`config.mk`:
```
export PLATFORM = sky130hd
export DESIGN_NAME = regport_arbiter
export DESIGN_NICKNAME = d
export VERILOG_FILES = /design/src/rtl/regport_arbiter.sv
export SDC_FILE = /design/constraint.sdc
export NUM_CORES = 1
export LEC_CHECK = 0
export ABC_CLOCK_PERIOD_IN_PS = 3800
export BUFFER_PORTS_ARGS = -buffer_cell sky130_fd_sc_hd__buf_2
export CORE_ASPECT_RATIO = 0.7
export CORE_MARGIN = 8
export CORE_UTILIZATION = 47
export DETAILED_ROUTE_END_ITERATION = 12
export PLACE_DENSITY_LB_ADDON = 0.08
export RECOVER_POWER = 100
export SYNTH_ARGS = -nofsm -noshare
export SYNTH_HDL_FRONTEND = slang
export SYNTH_SLANG_ARGS = --single-unit
```
`constraint.sdc`:
```
create_clock -name clk -period 3.8 [get_ports clk]
set_input_delay 0.57 -clock clk [delete_from_list [all_inputs] [get_ports clk]]
set_output_delay 0.57 -clock clk [all_outputs]
set_load 0.1 [all_outputs]
```
`src/rtl/regport_arbiter.sv`:
```
// Two-requester register-file write-port arbiter with alternating tie priority,
// one-cycle registered write outputs and a saturating contention counter.
// Optional combinational forwarding ports are enabled by defining REGARB_FWD_EN.
module regport_arbiter #(
    parameter int DATA_W = 32,
    parameter int ADDR_W = 5,
    parameter int CNT_W  = 16
) (
    input  logic              clk,
    input  logic              rst,
    input  logic              stall,
    input  logic              a_valid,
    input  logic [ADDR_W-1:0] a_addr,
    input  logic [DATA_W-1:0] a_data,
    output logic              a_ready,
    input  logic              b_valid,
    input  logic [ADDR_W-1:0] b_addr,
    input  logic [DATA_W-1:0] b_data,
    output logic              b_ready,
    output logic              regWrite,
    output logic [ADDR_W-1:0] regWaddr,
    output logic [DATA_W-1:0] data,
    output logic              last_b,
    output logic [CNT_W-1:0]  contention
`ifdef REGARB_FWD_EN
    ,
    input  logic [ADDR_W-1:0] fwd_addr,
    output logic              fwd_hit,
    output logic [DATA_W-1:0] fwd_data
`endif
);

    // Handshake: a transfer happens on a rising edge where valid and ready are
    // both high; ready never depends on whether the requester will keep valid.
    logic              regwrite_q, regwrite_d;
    logic [ADDR_W-1:0] regwaddr_q, regwaddr_d;
    logic [DATA_W-1:0] data_q, data_d;
    logic              last_b_q, last_b_d;
    logic [CNT_W-1:0]  cnt_q, cnt_d;

    // On a tie the requester that did not win the previous grant goes next.
    always_comb begin
        a_ready = 1'b0;
        b_ready = 1'b0;
        if (!rst && !stall) begin
            if (a_valid && (!b_valid || last_b_q)) begin
                a_ready = 1'b1;
            end else if (b_valid) begin
                b_ready = 1'b1;
            end
        end
    end

    always_comb begin
        regwrite_d = 1'b0;
        regwaddr_d = regwaddr_q;
        data_d     = data_q;
        last_b_d   = last_b_q;
        cnt_d      = cnt_q;
        if (a_ready) begin
            regwaddr_d = a_addr;
            data_d     = a_data;
            regwrite_d = |a_addr;
            last_b_d   = 1'b0;
        end else if (b_ready) begin
            regwaddr_d = b_addr;
            data_d     = b_data;
            regwrite_d = |b_addr;
            last_b_d   = 1'b1;
        end
        // Counts raw overlap of requests, stalled or not, and sticks at all-ones.
        if (a_valid && b_valid && !(&cnt_q)) begin
            cnt_d = cnt_q + CNT_W'(1);
        end
    end

    always_ff @(posedge clk) begin
        if (rst) begin
            regwrite_q <= 1'b0;
            regwaddr_q <= '0;
            data_q     <= '0;
            last_b_q   <= 1'b1;
            cnt_q      <= '0;
        end else begin
            regwrite_q <= regwrite_d;
            regwaddr_q <= regwaddr_d;
            data_q     <= data_d;
            last_b_q   <= last_b_d;
            cnt_q      <= cnt_d;
        end
    end

    assign regWrite   = regwrite_q;
    assign regWaddr   = regwaddr_q;
    assign data       = data_q;
    assign last_b     = last_b_q;
    assign contention = cnt_q;

`ifdef REGARB_FWD_EN
    assign fwd_hit  = regwrite_q && (fwd_addr == regwaddr_q);
    assign fwd_data = data_q;
`endif

endmodule
```
==> summary.txt, run 1 <==
postcts setup bufs: 0
Routed Antenna Nets: 0
total track usage: 18.9%
largest net degree at the start of global routing: 59
R2R Path Start: last_b
Num CTS Buffers: 5
final core occ: 62.2%
EDFF count, synth: 0
Tightest Hold Check Type: reg2reg
skew final: 0.00608 ns
top_reg_cell synth: dfxtp_1
Sink Count: 55
DRC: 0
worst reg2reg setup slack: 1.34 ns
Hold Startpoint: data[8]
Final Hold Viols: 0
Root Buffer: clkbuf_8
number of global-route vias before repair: 2,601
Core ar.: 5120 um2
Max-cap violations: 1
fin area: 3180 um2
WL final: 7550 um
Clock Latency Late Sink: 0.30 ns
proportion of layout cells with a drive suffix above 1: 21.3%
dpl cell area: 3170 um2
WHS Endpoint: data[8]
WP depth: 5
status: finished, violations left
IO Port Bufs: 135
Final setup violation count: 0
1st-iter DRT viols: 138
post-synthesis sequential area ratio: 45.2%
mean area per synthesized cell: 7.63 um2
RSZ-0062 raised after global routing: no
worst path cell trace: buf_2 > nor2_1 > nand3_1 > inv_1 > clkbuf_1
Top delay family on crit path: buffers and inverters
Synth Instances: 319
antenna fix cells: 0
dpl hpwl: 5600 um
Fmax: 390 MHz
CP Launch Point: rst
#FFs+latches synth: 55
vias per cell: 5.26
DIE HEIGHT: 76.2 um
Clock Pin Slew Worst Setup and Hold Paths: 0.09 ns
Final #Nets: 526
syn_nets: 399
setup TNS: 0 ns
Longest Clk Path Bufs: 2
CTS tree: yes
Hold Path Stages: 2
vias: 2,731
kind of critical path: in2out
Initial Util: 47.5%
largest stage delay on the critical path: 0.90 ns
first-pass GRT wire length: 12,300 um
Critical Path AT: 2.00 ns
Slew @ Worst Pin: 1.74 ns
RD Place Congestion: 0.886
DIE WIDTH: 102 um
Slew headroom: -15.9%
R2R depth: 5
post-synthesis cell type count: 36
maximum vdd drop: 0.283 mV
Tcrit/Tclk final: 67.5%
Worst path slowest cell: clkbuf_1
Worst R2R End: regWaddr[0]
I/O Pins: 136
Tmin final: 2.57 ns
DIE AREA: 7770 um2
Startpoint Class: primary input
async set-reset flop share out of synthesis: 0%
WL per Instance: 14.5 um
Max Slew Vio Count: 39
Pwr Density: 429 nW/um2
Total Power: 1370 uW
yosys warns: 0
buffer and inverter count on the worst path: 3
post-CTS resize count: 0
Static Leakage: 0.00132 uW
DRT Pass-1 Iters: 4
Area growth, synth to finish: 30.8%
synthesized area: 2430 um2
CP endpoint kind: output port
failing checks: capacitance limit, slew limit
gr ovfl total: 0
CP required: 3.23 ns
# rows: 22
initial antenna violation count: 0
CTS Hold Buffers Added: 0
fill count: 531
H-tree levels: 2
Crit Path Max Fanout: 3
## metrics by stage
step / setup WS, ns / hold slack, ns / cells
finish: 1.23 / 0.500 / 519
global placement: 1.73 / 0.481 / 511
global route: 1.08 / 0.515 / 519
CTS: 1.72 / 0.501 / 519
detailed placement: 1.68 / 0.487 / 511
floorplan: 0.983 / 0.709 / 319
## synthesized netlist by cell type (all sizes together) (5+ instances only)
cell / count / area (um2)
or3: 7 / 43.8
inv: 5 / 18.8
clkbuf: 12 / 45.0
nor2: 118 / 443
dfxtp: 55 / 1100
nand2: 10 / 40.0
nand4: 6 / 50.0
or4: 5 / 41.3
nor3: 5 / 25.0
nand3: 5 / 25.0
buf: 7 / 30.0
o21ai: 9 / 45.0
a21oi: 9 / 45.0
nor4: 39 / 250
## kinds of logic (layout without fill, tap and decap cells)
group,after synthesis,in the layout,synth area share (%)
compound gates,28,28,6.89
fa+ha+maj,1,1,0.514
buf+inv,24,152,3.86
flops,55,55,45.2
mux,5,5,2.21
simple gates,206,206,41.3
## per-layer routing
metal,GRT usage (%),part of all wire (%),vias to the layer above,wire length [um]
met2,28.8,43,116,3270
met5,0,0,-,0
met3,8.39,12,6,919
met4,3.36,0.64,0,48
met1,24.2,44,1242,3310
li1,-,-,1367,-
## how the worst max path moves through the flow
stage                  end
4_1_cts            b_ready
3_3_place_gp   regWaddr[4]
3_5_place_dp   regWaddr[3]
5_1_grt        regWaddr[0]
6_report           a_ready
2_1_floorplan      a_ready
## sequential cells by signal (all words and copies together) (netlist names)
signal      cells
contention     16
data           32
last_b          1
regWaddr        5
regWrite        1
## tightest hold or removal path, delay by kind of cell, from the launching register on
family	cells	cell delay, ns
flops	1	0.32
simple gates	2	0.14
## report_power, final
group	leakage [uW]	internal [uW]	switching, uW
combinational	0.000808	67.3	288
clock	0.0000612	213	179
sequential	0.000450	605	14.7
## cells in the final DEF, fill, tap and decap left out, types with 2 or more instances in the layout
cell / instances
nor2_1: 118
buf_2: 78
clkbuf_1: 58
dfxtp_1: 55
nor4_1: 39
nand2_1: 9
o21ai_0: 9
a21oi_1: 9
or3_1: 7
clkbuf_8: 6
nand3_1: 5
inv_1: 5
nor3_1: 5
nand4_1: 4
nor2b_1: 4
or4_1: 4
buf_4: 3
nand2b_1: 2
o21a_1: 2
nand4_2: 2
and4_1: 2
mux2i_1: 2
o41ai_1: 2
a211oi_1: 2
mux2_1: 2
## layout make-up
class	count	area, um2	share of cell area, %
well taps	72	90.1	2.83
repair buffers	139	631	19.8
inverters	5	18.8	0.589
multi-input cells	240	1230	38.5
clock buffers	6	82.6	2.59
clock inverters	2	35.0	1.10
flip-flops and latches	55	1100	34.6
(Power assumes the default switching activity.)
==> run 2: changes to the inputs <==
ABC_CLOCK_PERIOD_IN_PS = 2600   (was 3800)
CORE_UTILIZATION = 44   (was 47)
clock period = 2.6 ns   (was 3.8 ns; I/O delays follow)
==> run 2 against run 1 <==
Compared with the run above: critical path type is now reg2out; the run now ends clean; sequential power is 46% higher; first-iteration DRC count is 5.8% higher; critical path depth is 1 lower; combinational power is 46% higher; sequential cell count stayed put.
==> summary.txt, run 2 (synthesized netlist as in run 1, its figures left out) <==
DIE WIDTH: 105 um (+2.8%)
CP Launch Point: last_b
DRT Pass-1 Iters: 4 (unchanged)
CP required: 2.21 ns (-1.02 ns)
Core ar.: 5290 um2 (+3.2%)
Clock Latency Late Sink: 0.30 ns (about the same)
# rows: 22 (unchanged)
I/O Pins: 136 (unchanged)
antenna fix cells: 0 (unchanged)
Final #Nets: 527 (+0.19%)
Worst R2R End: contention[15]
WL per Instance: 15.3 um (+5.0%)
RD Place Congestion: 0.830 (-6.3%)
Longest Clk Path Bufs: 2 (unchanged)
largest net degree at the start of global routing: 59 (unchanged)
setup TNS: 0 ns (unchanged)
DP Cell Count: 512 (+0.20%)
total track usage: 18.5% (-0.47 points)
most common library cell in the layout ignoring fill and taps: nor2_1
skew final: 0.00389 ns (-0.00218 ns)
Final setup violation count: 0 (unchanged)
Startpoint Class: flop
R2R Path Start: contention[9]
DIE HEIGHT: 78.2 um (+2.6%)
dpl hpwl: 5870 um (+4.8%)
postcts setup bufs: 0 (unchanged)
Num CTS Buffers: 5 (unchanged)
RSZ-0062 raised after global routing: no
Tightest Hold Check Type: in2reg
worst setup path endpoint: b_ready
post-CTS resize count: 0 (unchanged)
Root Buffer: clkbuf_8
Max-cap violations: 0 (-1)
kind of critical path: reg2out
1st-iter DRT viols: 146 (+5.8%)
Tcrit/Tclk final: 83.6%
IO Port Bufs: 135 (unchanged)
Crit Path Max Fanout: 5 (+2)
Max Slew Vio Count: 0 (-100%)
gr ovfl total: 0 (unchanged)
initial antenna violation count: 0 (unchanged)
Tmin final: 2.17 ns
DIE AREA: 8200 um2 (+5.5%)
Slew headroom: 18.2% (+34 points)
CTS tree: yes
CP endpoint kind: output port
maximum vdd drop: 0.355 mV (+26%)
number of global-route vias before repair: 2,603 (+0.077%)
Area growth, synth to finish: 29.9%
Critical Path AT: 1.78 ns (-0.22 ns)
Initial Util: 46.0% (-1.5 points)
Static Leakage: 0.00131 uW (-0.81%)
status: finished, final reports clean
Routed Antenna Nets: 0 (unchanged)
vias per cell: 5.19 (-1.4%)
Pwr Density: 598 nW/um2 (+39%)
Fmax: 460 MHz
WL final: 7940 um (+5.2%)
commonest non-fill, non-tap cells in the layout: nor2_1, buf_2, clkbuf_1
vias: 2,698 (-1.2%)
max reg flops: 32 (unchanged)
final core occ: 59.8% (-2.4 points)
CTS Hold Buffers Added: 0 (unchanged)
Clock Pin Slew Worst Setup and Hold Paths: 0.10 ns (about the same)
DRC: 0 (unchanged)
Non-Filler Instances: 520 (+0.19%)
Slew @ Worst Pin: 1.23 ns (-0.506 ns)
worst reg2reg setup slack: 0.64 ns (-0.70 ns)
R2R depth: 4 (-1)
Sink Count: 55 (unchanged)
Fin Hold WS: 0.352 ns (-0.148 ns)
proportion of layout cells with a drive suffix above 1: 21.0% (-0.27 points)
first-pass GRT wire length: 12,700 um (+3.2%)
Final Hold Viols: 0 (unchanged)
H-tree levels: 2 (unchanged)
[run 2: worst min path at each step]
stage / start / to / cells past startpoint
5_1_grt: b_data[27] / data[27] / 3
3_5_place_dp: data[9] / data[9] / 2
2_1_floorplan: b_valid / last_b / 1
4_1_cts: b_data[31] / data[31] / 3
3_3_place_gp: data[30] / data[30] / 2
6_report: b_data[24] / data[24] / 3
[run 2: power by group]
part	leakage, uW	switching [uW]	internal, uW
clock network	0.0000412	274	189
logic	0.000817	423	98.2
registers	0.000450	21.8	884
total	0.00131	718	1170
[run 2: per-layer routing]
| metal | vias to the layer above | GRT usage, % | share of wire (%) |
|---|---|---|---|
| met2 | 108 | 27.5 | 43 |
| li1 | 1368 | - | - |
| met4 | 0 | 3.12 | 0.64 |
| met1 | 1218 | 24.0 | 46 |
| met3 | 4 | 8.89 | 10 |
| met5 | - | 0 | 0 |
[run 2: per-stage QoR]
step	setup slack, ns	total power [uW]	cell area [um2]
after floorplan	0.0456	1330	2430
after global placement	0.731	1460	3180
after detailed placement	0.645	1460	3180
after CTS	0.651	1920	3260
after global routing	0.298	1980	3160
final	0.427	1890	3160
[run 2: area by class of cell]
type                    instances  area [um2]
inverters                       5        18.8
flip-flops and latches         55        1100
clock buffers                   6        72.6
fillers                       561        2120
clock inverters                 2        12.5
repair buffers                140         641
multi-input cells             240        1230
well taps                      72        90.1
[run 2: critical path, cell delays in order (launching register included)]
cell	delay [ns]
dfxtp_1	0.35
nand2_1	0.06
nand3_1	0.11
inv_1	0.07
clkbuf_1	0.88
==> run 3: changes to the inputs <==
ABC_AREA = 1   (was unset)
ABC_CLOCK_PERIOD_IN_PS = 1800   (was 2600)
CORE_UTILIZATION = 41   (was 44)
clock period = 1.8 ns   (was 2.6 ns; I/O delays follow)
==> run 3 against run 2 <==
Compared with the run above: worst hold slack worse by 0.17 ns; total power up 57%; die area up 13%; clock-buffer cell count up 2; combinational power up 71%; highest routed layer unchanged.
==> summary.txt, run 3 <==
status: finished, final reports clean
dpl hpwl: 6470 um (+10%)
vias: 2,801 (+3.8%)
post-synth top area cell: dfxtp_1
DIE AREA: 9240 um2 (+13%)
Synth Area in Simple Gates: 39.4% (-1.8 points)
Root Buffer: clkbuf_8
DRT Pass-1 Iters: 4 (unchanged)
Tightest Hold Check Type: in2reg
top_reg_cell synth: dfxtp_1
first-pass GRT wire length: 13,600 um (+6.8%)
Clock Latency Late Sink: 0.30 ns (about the same)
I/O Pins: 136 (unchanged)
post-synthesis sequential area ratio: 42.1% (-3.2 points)
largest net degree at the start of global routing: 34 (-42%)
Initial Util: 42.1% (-3.9 points)
Max Slew Vio Count: 0 (unchanged)
max reg flops: 32 (unchanged)
yosys warns: 0 (unchanged)
CP endpoint kind: output port
number of global-route vias before repair: 2,661 (+2.2%)
DIE HEIGHT: 82.9 um (+5.9%)
EDFF count, synth: 0 (unchanged)
main combinational cell family by area after synthesis: simple AND/OR/NAND/NOR gates
Tmin final: 1.66 ns
initial antenna violation count: 0 (unchanged)
proportion of layout cells with a drive suffix above 1: 38.7% (+18 points)
gr ovfl total: 0 (unchanged)
H-tree levels: 2 (unchanged)
buffer and inverter count on the worst path: 2 (unchanged)
WL final: 8180 um (+3.1%)
commonest non-fill, non-tap cells in the layout: nor2_1, buf_2, clkbuf_2
Synth top cells by count: nor2_1, dfxtp_1, nand2_1, o21ai_0
Final setup violation count: 0 (unchanged)
Routed Antenna Nets: 0 (unchanged)
skew final: 0.00471 ns (+0.000821 ns)
dpl cell area: 3430 um2 (+7.9%)
fin area: 3500 um2 (+11%)
postcts setup bufs: 0 (unchanged)
Top delay family on crit path: simple AND/OR/NAND/NOR gates
mean area per synthesized cell: 7.07 um2 (-7.3%)
fill count: 635 (+13%)
async set-reset flop share out of synthesis: 0% (unchanged)
#FFs+latches synth: 55 (unchanged)
main area contributors after synthesis: dfxtp_1, nor2_1, o21ai_0
Clock Pin Slew Worst Setup and Hold Paths: 0.10 ns (about the same)
Final #Nets: 583 (+11%)
CTS Hold Buffers Added: 0 (unchanged)
DRC: 0 (unchanged)
Fmax: 604 MHz
vias per cell: 4.81 (-7.2%)
Startpoint Class: flop
Final Hold Viols: 0 (unchanged)
DIE WIDTH: 112 um (+6.3%)
Total Power: 2960 uW (+57%)
Static Leakage: 0.00160 uW (+22%)
total track usage: 17.7% (-0.82 points)
Synth Instances: 370 (+16%)
Tcrit/Tclk final: 92.0%
CP required: 1.53 ns (-0.68 ns)
syn_nets: 450 (+13%)
# rows: 24 (+9.1%)
CTS tree: yes
antenna fix cells: 0 (unchanged)
RD Place Congestion: 0.948 (+14%)
largest stage delay on the critical path: 0.35 ns (-0.53 ns)
top-area cell type share of the netlist area: 42.1% (-3.2 points)
maximum vdd drop: 0.439 mV (+24%)
top-count cell post-synth: nor2_1
post-CTS resize count: 0 (unchanged)
worst path cell trace: or2_0 > nand3_1 > clkinvlp_4 > buf_8
most common library cell in the layout ignoring fill and taps: nor2_1
kind of critical path: reg2out
Worst path slowest cell: dfxtp_1
Slew headroom: 62.5% (+44 points)
Area growth, synth to finish: 33.8%
Sink Count: 55 (unchanged)
Num CTS Buffers: 5 (unchanged)
synthesized area: 2620 um2 (+7.6%)
Max-cap violations: 0 (unchanged)
post-synthesis mux area share: 0% (-2.2 points)
XOR/XNOR share of the synthesized area: 0% (unchanged)
DP Cell Count: 574 (+12%)
1st-iter DRT viols: 184 (+26%)
WL per Instance: 14.1 um (-7.9%)
Synth Area in Adders: 0.478% (-0.036 points)
Core ar.: 6220 um2 (+18%)
Slew @ Worst Pin: 0.565 ns (-0.666 ns)
Crit Path Max Fanout: 4 (-1)
Longest Clk Path Bufs: 2 (unchanged)
RSZ-0062 raised after global routing: no
Critical Path AT: 1.39 ns (-0.39 ns)
compound-gate portion of the synthesized area: 11.0% (+4.2 points)
post-synthesis cell type count: 25 (-31%)
IO Port Bufs: 135 (unchanged)
Pwr Density: 845 nW/um2 (+41%)
Non-Filler Instances: 582 (+12%)
## run 3: stage by stage
stage                     setup WS [ns]  setup TNS, ns  hold WS [ns]  utilization [%]
after floorplan                 -0.0411        -0.0411         0.332                -
after global placement            0.316              0         0.469             55.2
after detailed placement          0.277              0         0.480             55.2
after CTS                         0.185              0         0.170             56.8
after global routing             0.0144              0         0.157             56.4
final                             0.144              0         0.178             56.4
## run 3: power breakdown
part / switching (uW) / internal [uW] / leakage, uW
sequential: 36.1 / 1280 / 0.000458
combinational: 703 / 189 / 0.00109
clock: 395 / 353 / 0.0000515
total: 1130 / 1830 / 0.00160
## run 3: final timing paths
kind,to,slack [ns],cells past startpoint,from
setup / recovery,a_ready,0.14,4,last_b
hold reg to reg,data[19],0.50,2,data[19]
hold / removal,contention[11],0.18,2,rst
setup reg to reg,contention[15],0.24,6,contention[0]
## run 3: layer usage
metal	part of all wire (%)	wire length [um]	track usage (%)
met5	0	0	0
met3	9.0	739	6.94
met1	49	4000	23.5
met4	0.54	44	3.83
met2	42	3400	26.2
## run 3: worst reg2reg max path, stage by stage (launching register included)
cell and delay (ns):
dfxtp_4 0.38, ha_1 0.19, nand2_1 0.08, nor2_1 0.17, nand4_2 0.33, a21oi_1 0.26
nor2_1 0.06
## run 3: logic make-up (layout without fill, tap and decap cells)
kind of cell               count (synthesis)  in the layout
adders and majority gates                  1              1
buffers and inverters                     38            172
AOI/OAI and AO/OA                         56             56
DFF                                       55             55
and+or+nand+nor                          220            220
## run 3: cell type report
type,count,area [um2],area share [%]
Clock buffer,8,100,2.86
Timing Repair Buffer,144,771,22.0
Sequential cell,55,1130,32.1
Multi-Input combinational cell,277,1330,37.9
Inverter,20,82.6,2.36
Tap cell,78,97.6,2.79
